<file path="src/rtl/vga_pkg.sv">
// Shared VGA timing constant sets and total-computation helpers.
package vga_pkg;

  typedef struct packed {
    int unsigned visible;
    int unsigned front;
    int unsigned sync;
    int unsigned back;
  } axis_timing_t;

  localparam axis_timing_t VGA640_H = '{visible: 640, front: 16, sync: 64,  back: 120};
  localparam axis_timing_t VGA640_V = '{visible: 480, front: 1,  sync: 3,   back: 16};
  localparam axis_timing_t VGA800_H = '{visible: 800, front: 40, sync: 128, back: 88};
  localparam axis_timing_t VGA800_V = '{visible: 600, front: 1,  sync: 4,   back: 23};

  function automatic int unsigned axis_total(input int unsigned visible, input int unsigned front,
                                             input int unsigned sync, input int unsigned back);
    return visible + front + sync + back;
  endfunction

  localparam int unsigned VGA640_H_TOTAL = axis_total(640, 16, 64, 120);
  localparam int unsigned VGA640_V_TOTAL = axis_total(480, 1, 3, 16);
  localparam int unsigned VGA800_H_TOTAL = axis_total(800, 40, 128, 88);
  localparam int unsigned VGA800_V_TOTAL = axis_total(600, 1, 4, 23);

endpackage

</file>
<file path="src/rtl/vga_axis_counter.sv">
// Modulo-MAX position counter for one screen axis; wrap flags the increment that returns to 0.
module vga_axis_counter #(
  parameter int unsigned MAX = 2,
  parameter int          W   = 1
) (
  input  logic         clk,
  input  logic         rst,
  input  logic         inc,
  input  logic         clear,
  output logic [W-1:0] count,
  output logic         wrap
);

  localparam logic [W-1:0] LAST = W'(MAX - 1);

  logic [W-1:0] count_q, count_d;

  assign wrap  = inc && (count_q == LAST);
  assign count = count_q;

  always_comb begin
    count_d = count_q;
    if (clear || wrap) begin
      count_d = '0;
    end else if (inc) begin
      count_d = count_q + 1'b1;
    end
  end

  always_ff @(posedge clk) begin
    if (!rst) begin
      count_q <= '0;
    end else begin
      count_q <= count_d;
    end
  end

endmodule

</file>
<file path="src/rtl/vga_timing_gen.sv">
// Parametrised VGA timing: address stage (posX/posY) plus a registered output stage
// one ce-cycle behind it, matching a one-cycle-latency pixel source.
module vga_timing_gen
  import vga_pkg::*;
#(
  parameter int unsigned H_VISIBLE  = VGA640_H.visible,
  parameter int unsigned H_FRONT    = VGA640_H.front,
  parameter int unsigned H_SYNC     = VGA640_H.sync,
  parameter int unsigned H_BACK     = VGA640_H.back,
  parameter int unsigned V_VISIBLE  = VGA640_V.visible,
  parameter int unsigned V_FRONT    = VGA640_V.front,
  parameter int unsigned V_SYNC     = VGA640_V.sync,
  parameter int unsigned V_BACK     = VGA640_V.back,
  parameter bit          H_SYNC_POL = 1'b0,
  parameter bit          V_SYNC_POL = 1'b0,
  parameter int          PIX_W      = 3,
  parameter int          CNT_W      = 11
) (
  input  logic             clk,
  input  logic             rst,
  input  logic             ce,
  input  logic [PIX_W-1:0] pixelIn,
  output logic [PIX_W-1:0] pixelOut,
  output logic             Hsync,
  output logic             Vsync,
  output logic             de,
  output logic [CNT_W-1:0] posX,
  output logic [CNT_W-1:0] posY,
  output logic             line_start,
  output logic             frame_start
);

  localparam int unsigned     H_TOTAL   = axis_total(H_VISIBLE, H_FRONT, H_SYNC, H_BACK);
  localparam int unsigned     V_TOTAL   = axis_total(V_VISIBLE, V_FRONT, V_SYNC, V_BACK);
  localparam longint unsigned CNT_RANGE = 64'd1 << CNT_W;

  if (H_VISIBLE < 1 || H_FRONT < 1 || H_SYNC < 1 || H_BACK < 1 ||
      V_VISIBLE < 1 || V_FRONT < 1 || V_SYNC < 1 || V_BACK < 1 ||
      PIX_W < 1 || CNT_W < 1 || CNT_W > 32 ||
      CNT_RANGE <= 64'(H_TOTAL) || CNT_RANGE <= 64'(V_TOTAL)) begin : g_bad_params
    $error("vga_timing_gen: illegal timing parameters or CNT_W too narrow");
  end

  localparam logic [CNT_W-1:0] X_VIS    = CNT_W'(H_VISIBLE);
  localparam logic [CNT_W-1:0] Y_VIS    = CNT_W'(V_VISIBLE);
  localparam logic [CNT_W-1:0] HS_START = CNT_W'(H_VISIBLE + H_FRONT);
  localparam logic [CNT_W-1:0] HS_END   = CNT_W'(H_VISIBLE + H_FRONT + H_SYNC);
  localparam logic [CNT_W-1:0] VS_START = CNT_W'(V_VISIBLE + V_FRONT);
  localparam logic [CNT_W-1:0] VS_END   = CNT_W'(V_VISIBLE + V_FRONT + V_SYNC);

  logic [CNT_W-1:0] cnt_x, cnt_y;
  logic             x_wrap, y_wrap;

  vga_axis_counter #(.MAX(H_TOTAL), .W(CNT_W)) u_x_cnt (
    .clk(clk), .rst(rst), .inc(ce), .clear(1'b0), .count(cnt_x), .wrap(x_wrap)
  );

  vga_axis_counter #(.MAX(V_TOTAL), .W(CNT_W)) u_y_cnt (
    .clk(clk), .rst(rst), .inc(x_wrap && ce), .clear(1'b0), .count(cnt_y), .wrap(y_wrap)
  );

  assign posX = cnt_x;
  assign posY = cnt_y;

  logic vis, hs_act, vs_act;
  assign vis    = (cnt_x < X_VIS) && (cnt_y < Y_VIS);
  assign hs_act = (cnt_x >= HS_START) && (cnt_x < HS_END);
  assign vs_act = (cnt_y >= VS_START) && (cnt_y < VS_END);

  logic [PIX_W-1:0] pix_q, pix_d;
  logic de_q, de_d, hs_q, hs_d, vs_q, vs_d, ls_q, ls_d, fs_q, fs_d;
  // home_q is set exactly while the counters sit at (0,0): after reset or a frame wrap.
  logic home_q, home_d;

  always_comb begin
    pix_d  = pix_q;
    de_d   = de_q;
    hs_d   = hs_q;
    vs_d   = vs_q;
    ls_d   = 1'b0;
    fs_d   = 1'b0;
    home_d = home_q;
    if (ce) begin
      de_d   = vis;
      pix_d  = vis ? pixelIn : '0;
      hs_d   = hs_act ? H_SYNC_POL : ~H_SYNC_POL;
      vs_d   = vs_act ? V_SYNC_POL : ~V_SYNC_POL;
      ls_d   = (cnt_x == '0);
      fs_d   = home_q;
      home_d = y_wrap;
    end
  end

  always_ff @(posedge clk) begin
    if (!rst) begin
      pix_q  <= '0;
      de_q   <= 1'b0;
      hs_q   <= ~H_SYNC_POL;
      vs_q   <= ~V_SYNC_POL;
      ls_q   <= 1'b0;
      fs_q   <= 1'b0;
      home_q <= 1'b1;
    end else begin
      pix_q  <= pix_d;
      de_q   <= de_d;
      hs_q   <= hs_d;
      vs_q   <= vs_d;
      ls_q   <= ls_d;
      fs_q   <= fs_d;
      home_q <= home_d;
    end
  end

  assign pixelOut    = pix_q;
  assign de          = de_q;
  assign Hsync       = hs_q;
  assign Vsync       = vs_q;
  assign line_start  = ls_q;
  assign frame_start = fs_q;

endmodule

</file>
<file path="config.mk">
export PLATFORM = sky130hd
export DESIGN_NAME = vga_timing_gen
export DESIGN_NICKNAME = d
export VERILOG_FILES = /design/src/rtl/vga_pkg.sv /design/src/rtl/vga_axis_counter.sv /design/src/rtl/vga_timing_gen.sv
export SDC_FILE = /design/constraint.sdc
export NUM_CORES = 1
export LEC_CHECK = 0
export ABC_AREA = 0
export CAP_MARGIN = 30
export CORE_ASPECT_RATIO = 0.7
export CORE_MARGIN = 2
export CORE_UTILIZATION = 40
export DETAILED_ROUTE_END_ITERATION = 10
export PLACE_DENSITY = 0.67
export SLEW_MARGIN = 20
export SYNTH_ARGS = -nofsm -noshare
export SYNTH_HDL_FRONTEND = slang
export SYNTH_HIERARCHICAL = 1
export SYNTH_SLANG_ARGS = --single-unit
</file>
<file path="constraint.sdc">
create_clock -name clk -period 2.4 [get_ports clk]
set_input_delay 0.6 -clock clk [delete_from_list [all_inputs] [get_ports clk]]
set_output_delay 0.6 -clock clk [all_outputs]
set_load 0.02 [all_outputs]
</file>
==> results.py, run 1 <==
metrics = {
    "run_status": {
        "status": "complete, no violations",
    },
    "clock_network": {
        "cts_tree": "built",
        "cts-htree-levels": 2,
        "path_clk_slew_ps": 60,
        "hold_buffers": 0,
        "numCtsBuffers": 5,
        "clockBufferDepth": 2,
        "cts-root-buf": "clkbuf_8",
        "cts_sinks": 31,
        "insertion_delay_ps": 280,
    },
    "floorplanning": {
        "die_w_um": 75.8,
        "num_io_pins": 36,
        "initial_utilization_pct": 41.4,
        "dieArea_um2": 4120,
        "coreArea_um2": 3490,
        "std_cell_rows": 18,
        "die_y_um": 54.3,
    },
    "synthesis": {
        "syn_area_um2": 1450,
        "syn_area_per_cell_um2": 9.45,
        "ys_warn_count": 6,
        "synth-seq-cells": 31,
        "postSynthCellCount": 153,
        "synth_edf_count": 0,
        "ys_types": 43,
        "ys_seq_area_share_pct": 42.9,
        "ys.flop_type": "dfxtp_1",
        "async_flop_share_pct": 0,
    },
    "critical_path": {
        "r2r_start": "u_x_cnt/count[8]",
        "r2r_cells": 8,
        "rr_endpoint": "u_y_cnt/count[10]",
        "start_kind": "input port",
        "end_kind": "register",
        "crit_fanout": 5,
        "r2r_slack_ps": 160,
        "worstPathArrival_ps": 2470,
        "criticalPathCategory": "input port to register",
        "worstPathRequired_ps": 2560,
    },
    "final_layout": {
        "utilization_pct": 58.3,
        "final_common_cell": "clkdlybuf4s50_1",
        "final_cell_mix": "35 x clkdlybuf4s50_1, 31 x dfxtp_1, 14 x nor2_1",
        "final_area_um2": 2030,
        "area_growth_pct": 40.8,
        "fillers": 309,
        "drive_gt1_share_pct": 16.1,
        "fin_cells": 255,
        "nets": 212,
        "diodes": 0,
    },
    "timing": {
        "clock-skew-final_ps": 8.43,
        "period_minus_slack_ps": 2310,
        "fmax_mhz": 433,
        "grt_setup_unrepaired": "false",
        "period_share_pct": 96.2,
        "worst_slack_ps": 91.9,
        "hold_viol": 0,
        "setup_violations": 0,
        "maxSlewViolCount": 0,
        "whs_ps": 452,
    },
    "grt": {
        "grt_pass1_vias": 1131,
        "track_usage_pct": 18.9,
        "grt_max_degree": 15,
        "grt_antenna_before_repair": 0,
        "grt_pass1_wl_um": 5610,
        "grt_remaining_overflow": 0,
    },
    "flow_run": {
        "cap_violations": 0,
    },
    "placed_design": {
        "dp_hpwl_um": 2730,
        "placedCellCount": 246,
        "portBuffers": 35,
        "place.gp.congestion": 0.799,
        "dp_slack_ps": -161,
        "place_area_um2": 1930,
    },
    "drt": {
        "avgViaCountPerCell": 5.51,
        "drtPass1Iterations": 4,
        "dr_total_vias": 1404,
        "drcViolationCount": 0,
        "final_antenna_net_count": 0,
        "drt-wirelength-per-cell_um": 14.7,
        "initialDrtViolationCount": 122,
        "wirelength_um": 3750,
    },
    "worst_hold_path": {
        "min_path_type": "register to register",
        "whs_endpoint": "de",
        "hp-start": "de",
        "hold_path_depth": 1,
    },
    "power_and_ir_drop": {
        "worst_ir_drop_vdd_mv": 0.302,
        "p_leak_nw": 0.699,
        "powerDensity_nw_per_um2": 486,
    },
}
==> synthesized netlist by cell type (all sizes together) (2+ instances only) <==
master  count  area [um2]
or3         6        40.0
o21ai       7        35.0
nand3       6        30.0
nand4      10        83.8
ha          2        25.0
xnor2       3        26.3
xor2        6        52.6
nand2       9        33.8
nor3        2        10.0
nor2       14        52.6
and3        3        20.0
inv         2        7.51
or4         8        67.6
a22o        3        26.3
mux2i       3        30.0
a21oi      12        63.8
buf         4        28.8
o31ai       6        45.0
dfxtp      31         621
==> state kept, by name, indices dropped and copies added, names as in the netlist <==
register	count
line_start	1
Hsync	1
de	1
Vsync	1
frame_start	1
home_q	1
pixelOut	3
u_x_cnt/count	11
u_y_cnt/count	11
==> how the worst max path moves through the flow <==
stage          cells after the start  slack [ps]              from           endpoint
2_1_floorplan                      8         160  u_x_cnt/count[0]  u_y_cnt/count[10]
6_report                           9          90                ce  u_y_cnt/count[10]
3_3_place_gp                       7         -70                ce  u_y_cnt/count[10]
4_1_cts                            7          80                ce  u_y_cnt/count[10]
3_5_place_dp                       7        -160                ce  u_y_cnt/count[10]
5_1_grt                            9          40                ce  u_y_cnt/count[10]
==> repair_timing <==
item,4_1_cts,5_1_grt
setup buffers,0,1
endpoints found under the setup margin,0,1
gates resized for setup,0,3
==> report_power, final <==
group	switching (mW)	internal (mW)
logic	0.0368	0.0375
clock network	0.189	0.198
registers	0.00414	0.523
total	0.230	0.758
==> per-layer routing <==
metal / vias up / GRT usage, % / wire length (um)
met2: 54 / 27.2 / 1660
met1: 662 / 27.3 / 1790
met4: 0 / 5.26 / 37
met3: 5 / 5.71 / 260
met5: - / 0 / 0
li1: 683 / - / -
==> through the flow <==
step / power [mW] / TNS (ps)
6_report: 0.989 / 0
2_1_floorplan: 0.575 / 0
5_1_grt: 1.03 / 0
3_5_place_dp: 0.612 / -971
4_1_cts: 0.999 / 0
3_3_place_gp: 0.611 / -91.3
==> logic make-up (layout without fill, tap and decap cells) <==
family | Yosys count | after routing | synth area share, %
adders and majority gates | 2 | 2 | 1.73
other | 1 | 2 | 0.259
and+or+nand+nor | 67 | 67 | 28.4
xor gates and xnor gates | 9 | 9 | 5.45
DFF | 31 | 31 | 42.9
AOI/OAI and AO/OA | 34 | 34 | 16.6
muxes | 3 | 3 | 2.08
buffers and inverters | 6 | 57 | 2.51
==> worst max-delay path, stage by stage <==
cell and delay, ps:
clkdlybuf4s50_1 490, and3_2 190, and3_1 140, and2_1 180
nand4_1 180, buf_4 200, buf_4 130, o31ai_2 260
a21oi_2 80
==> area by class of cell <==
class	instances	area, um2	share of cell area (%)
Clock inverter	3	15.0	0.738
Clock buffer	5	68.8	3.38
Timing Repair Buffer	47	453	22.3
Inverter	2	7.51	0.369
Tap cell	50	62.6	3.08
Sequential cell	31	621	30.5
Multi-Input combinational cell	117	807	39.7
(Power assumes the default switching activity.)
==> run 2, diff against run 1 <==
- clock period: 2.4 -> 2.7 ns (I/O delays scaled with it)
==> run 2 against run 1 <==
Die area did not move. Via count fell by 1.6%. Register-to-register slack improved by 260 ps. Wire length barely moved. First-iteration DRC count fell by 18%. Largest power group unchanged. Highest routed layer unchanged.
==> results.py, run 2 (synthesized netlist as in run 1, its figures left out) <==
metrics = {
    "critical_path": {
        "criticalPathCategory": "input port to register",
        "crit_fanout": 11,
        "worstPathArrival_ps": 2530,
        "end_kind": "register",
        "worstPathRequired_ps": 2830,
        "start_kind": "input port",
    },
    "floorplanning": {
        "coreArea_um2": 3490,
        "initial_utilization_pct": 41.4,
        "num_io_pins": 36,
        "dieArea_um2": 4120,
        "std_cell_rows": 18,
        "die_w_um": 75.8,
        "die_y_um": 54.3,
    },
    "timing": {
        "hold_viol": 0,
        "period_minus_slack_ps": 2400,
        "maxSlewViolCount": 0,
        "period_share_pct": 88.9,
        "tns_ps": 0,
        "worst_slew_pin_slew_ps": 537,
        "setup_violations": 0,
        "fmax_mhz": 417,
        "grt_setup_unrepaired": "false",
        "clock-skew-final_ps": 2.12,
        "max_slew_margin_pct": 64.1,
    },
    "clock_network": {
        "cts-htree-levels": 2,
        "hold_buffers": 0,
        "cts-root-buf": "clkbuf_8",
        "ctsResizeCount": 0,
        "cts_tree": "built",
        "cts_sinks": 31,
        "cts_setup_buffers": 0,
        "path_clk_slew_ps": 60,
        "insertion_delay_ps": 270,
        "clockBufferDepth": 2,
        "numCtsBuffers": 5,
    },
    "drt": {
        "avgViaCountPerCell": 5.57,
        "initialDrtViolationCount": 100,
        "wirelength_um": 3750,
        "drcViolationCount": 0,
        "final_antenna_net_count": 0,
        "drtPass1Iterations": 4,
        "drt-wirelength-per-cell_um": 15.1,
        "dr_total_vias": 1381,
    },
    "final_layout": {
        "final_area_um2": 1970,
        "diodes": 0,
        "final_cell_mix": "35 x clkdlybuf4s50_1, 31 x dfxtp_1, 14 x nor2_1",
        "area_growth_pct": 36.4,
        "drive_gt1_share_pct": 11.1,
        "nets": 205,
        "final_common_cell": "clkdlybuf4s50_1",
    },
    "flow_run": {
        "cap_violations": 0,
    },
    "placed_design": {
        "portBuffers": 35,
        "place_area_um2": 1870,
        "place.gp.congestion": 0.883,
        "dp_hpwl_um": 2780,
    },
    "grt": {
        "grt_pass1_vias": 1180,
        "grt_max_degree": 15,
        "grt_antenna_before_repair": 0,
        "grt_remaining_overflow": 0,
        "grt_pass1_wl_um": 5650,
        "track_usage_pct": 19.0,
    },
    "run_status": {
        "status": "complete, no violations",
    },
    "power_and_ir_drop": {
        "powerDensity_nw_per_um2": 468,
        "p_leak_nw": 0.659,
        "worst_ir_drop_vdd_mv": 0.234,
    },
    "worst_hold_path": {
        "min_path_type": "register to register",
    },
}
## run 2: final timing paths
kind,depth (start not counted),endpoint,start,slack (ps)
hold / removal,1,de,de,450
setup reg to reg,6,u_y_cnt/count[7],u_x_cnt/count[8],420
hold reg to reg,1,de,de,450
setup / recovery,7,u_y_cnt/count[7],ce,300
## run 2: layer usage
layer	vias up	wire length (um)	global-route usage, %
li1	668	-	-
met1	670	1810	27.0
met2	41	1720	27.6
met3	2	187	4.79
met4	0	25	7.31
met5	-	0	0
## run 2: layout make-up
type                            instances  area [um2]
Clock buffer                            8         100
Fill cell                             313        1520
Inverter                                2        7.51
Multi-Input combinational cell        117         792
Sequential cell                        31         621
Tap cell                               50        62.6
Timing Repair Buffer                   40         388
## run 2: worst max-delay path: stages
cell             delay [ps]
clkdlybuf4s50_1         500
and3_2                  190
and3_1                  130
and2_1                  190
nand4_1                 170
o311ai_4                560
a21oi_1                 110
## run 2: per-stage QoR
step	hold slack, ps	cells	total power [mW]	setup WS [ps]	util [%]
3_5_place_dp	440	240	0.538	65.8	53.6
4_1_cts	455	248	0.932	335	56.5
2_1_floorplan	432	154	0.511	413	-
6_report	451	248	0.923	300	56.5
5_1_grt	466	248	0.957	228	56.5
3_3_place_gp	437	240	0.537	126	53.6
## run 2: where the power goes
group          leakage [nW]  switching (mW)  total, mW  internal (mW)
clock network        0.0515           0.163      0.395          0.232
registers             0.252         0.00455      0.470          0.465
logic                 0.356          0.0296     0.0582         0.0286
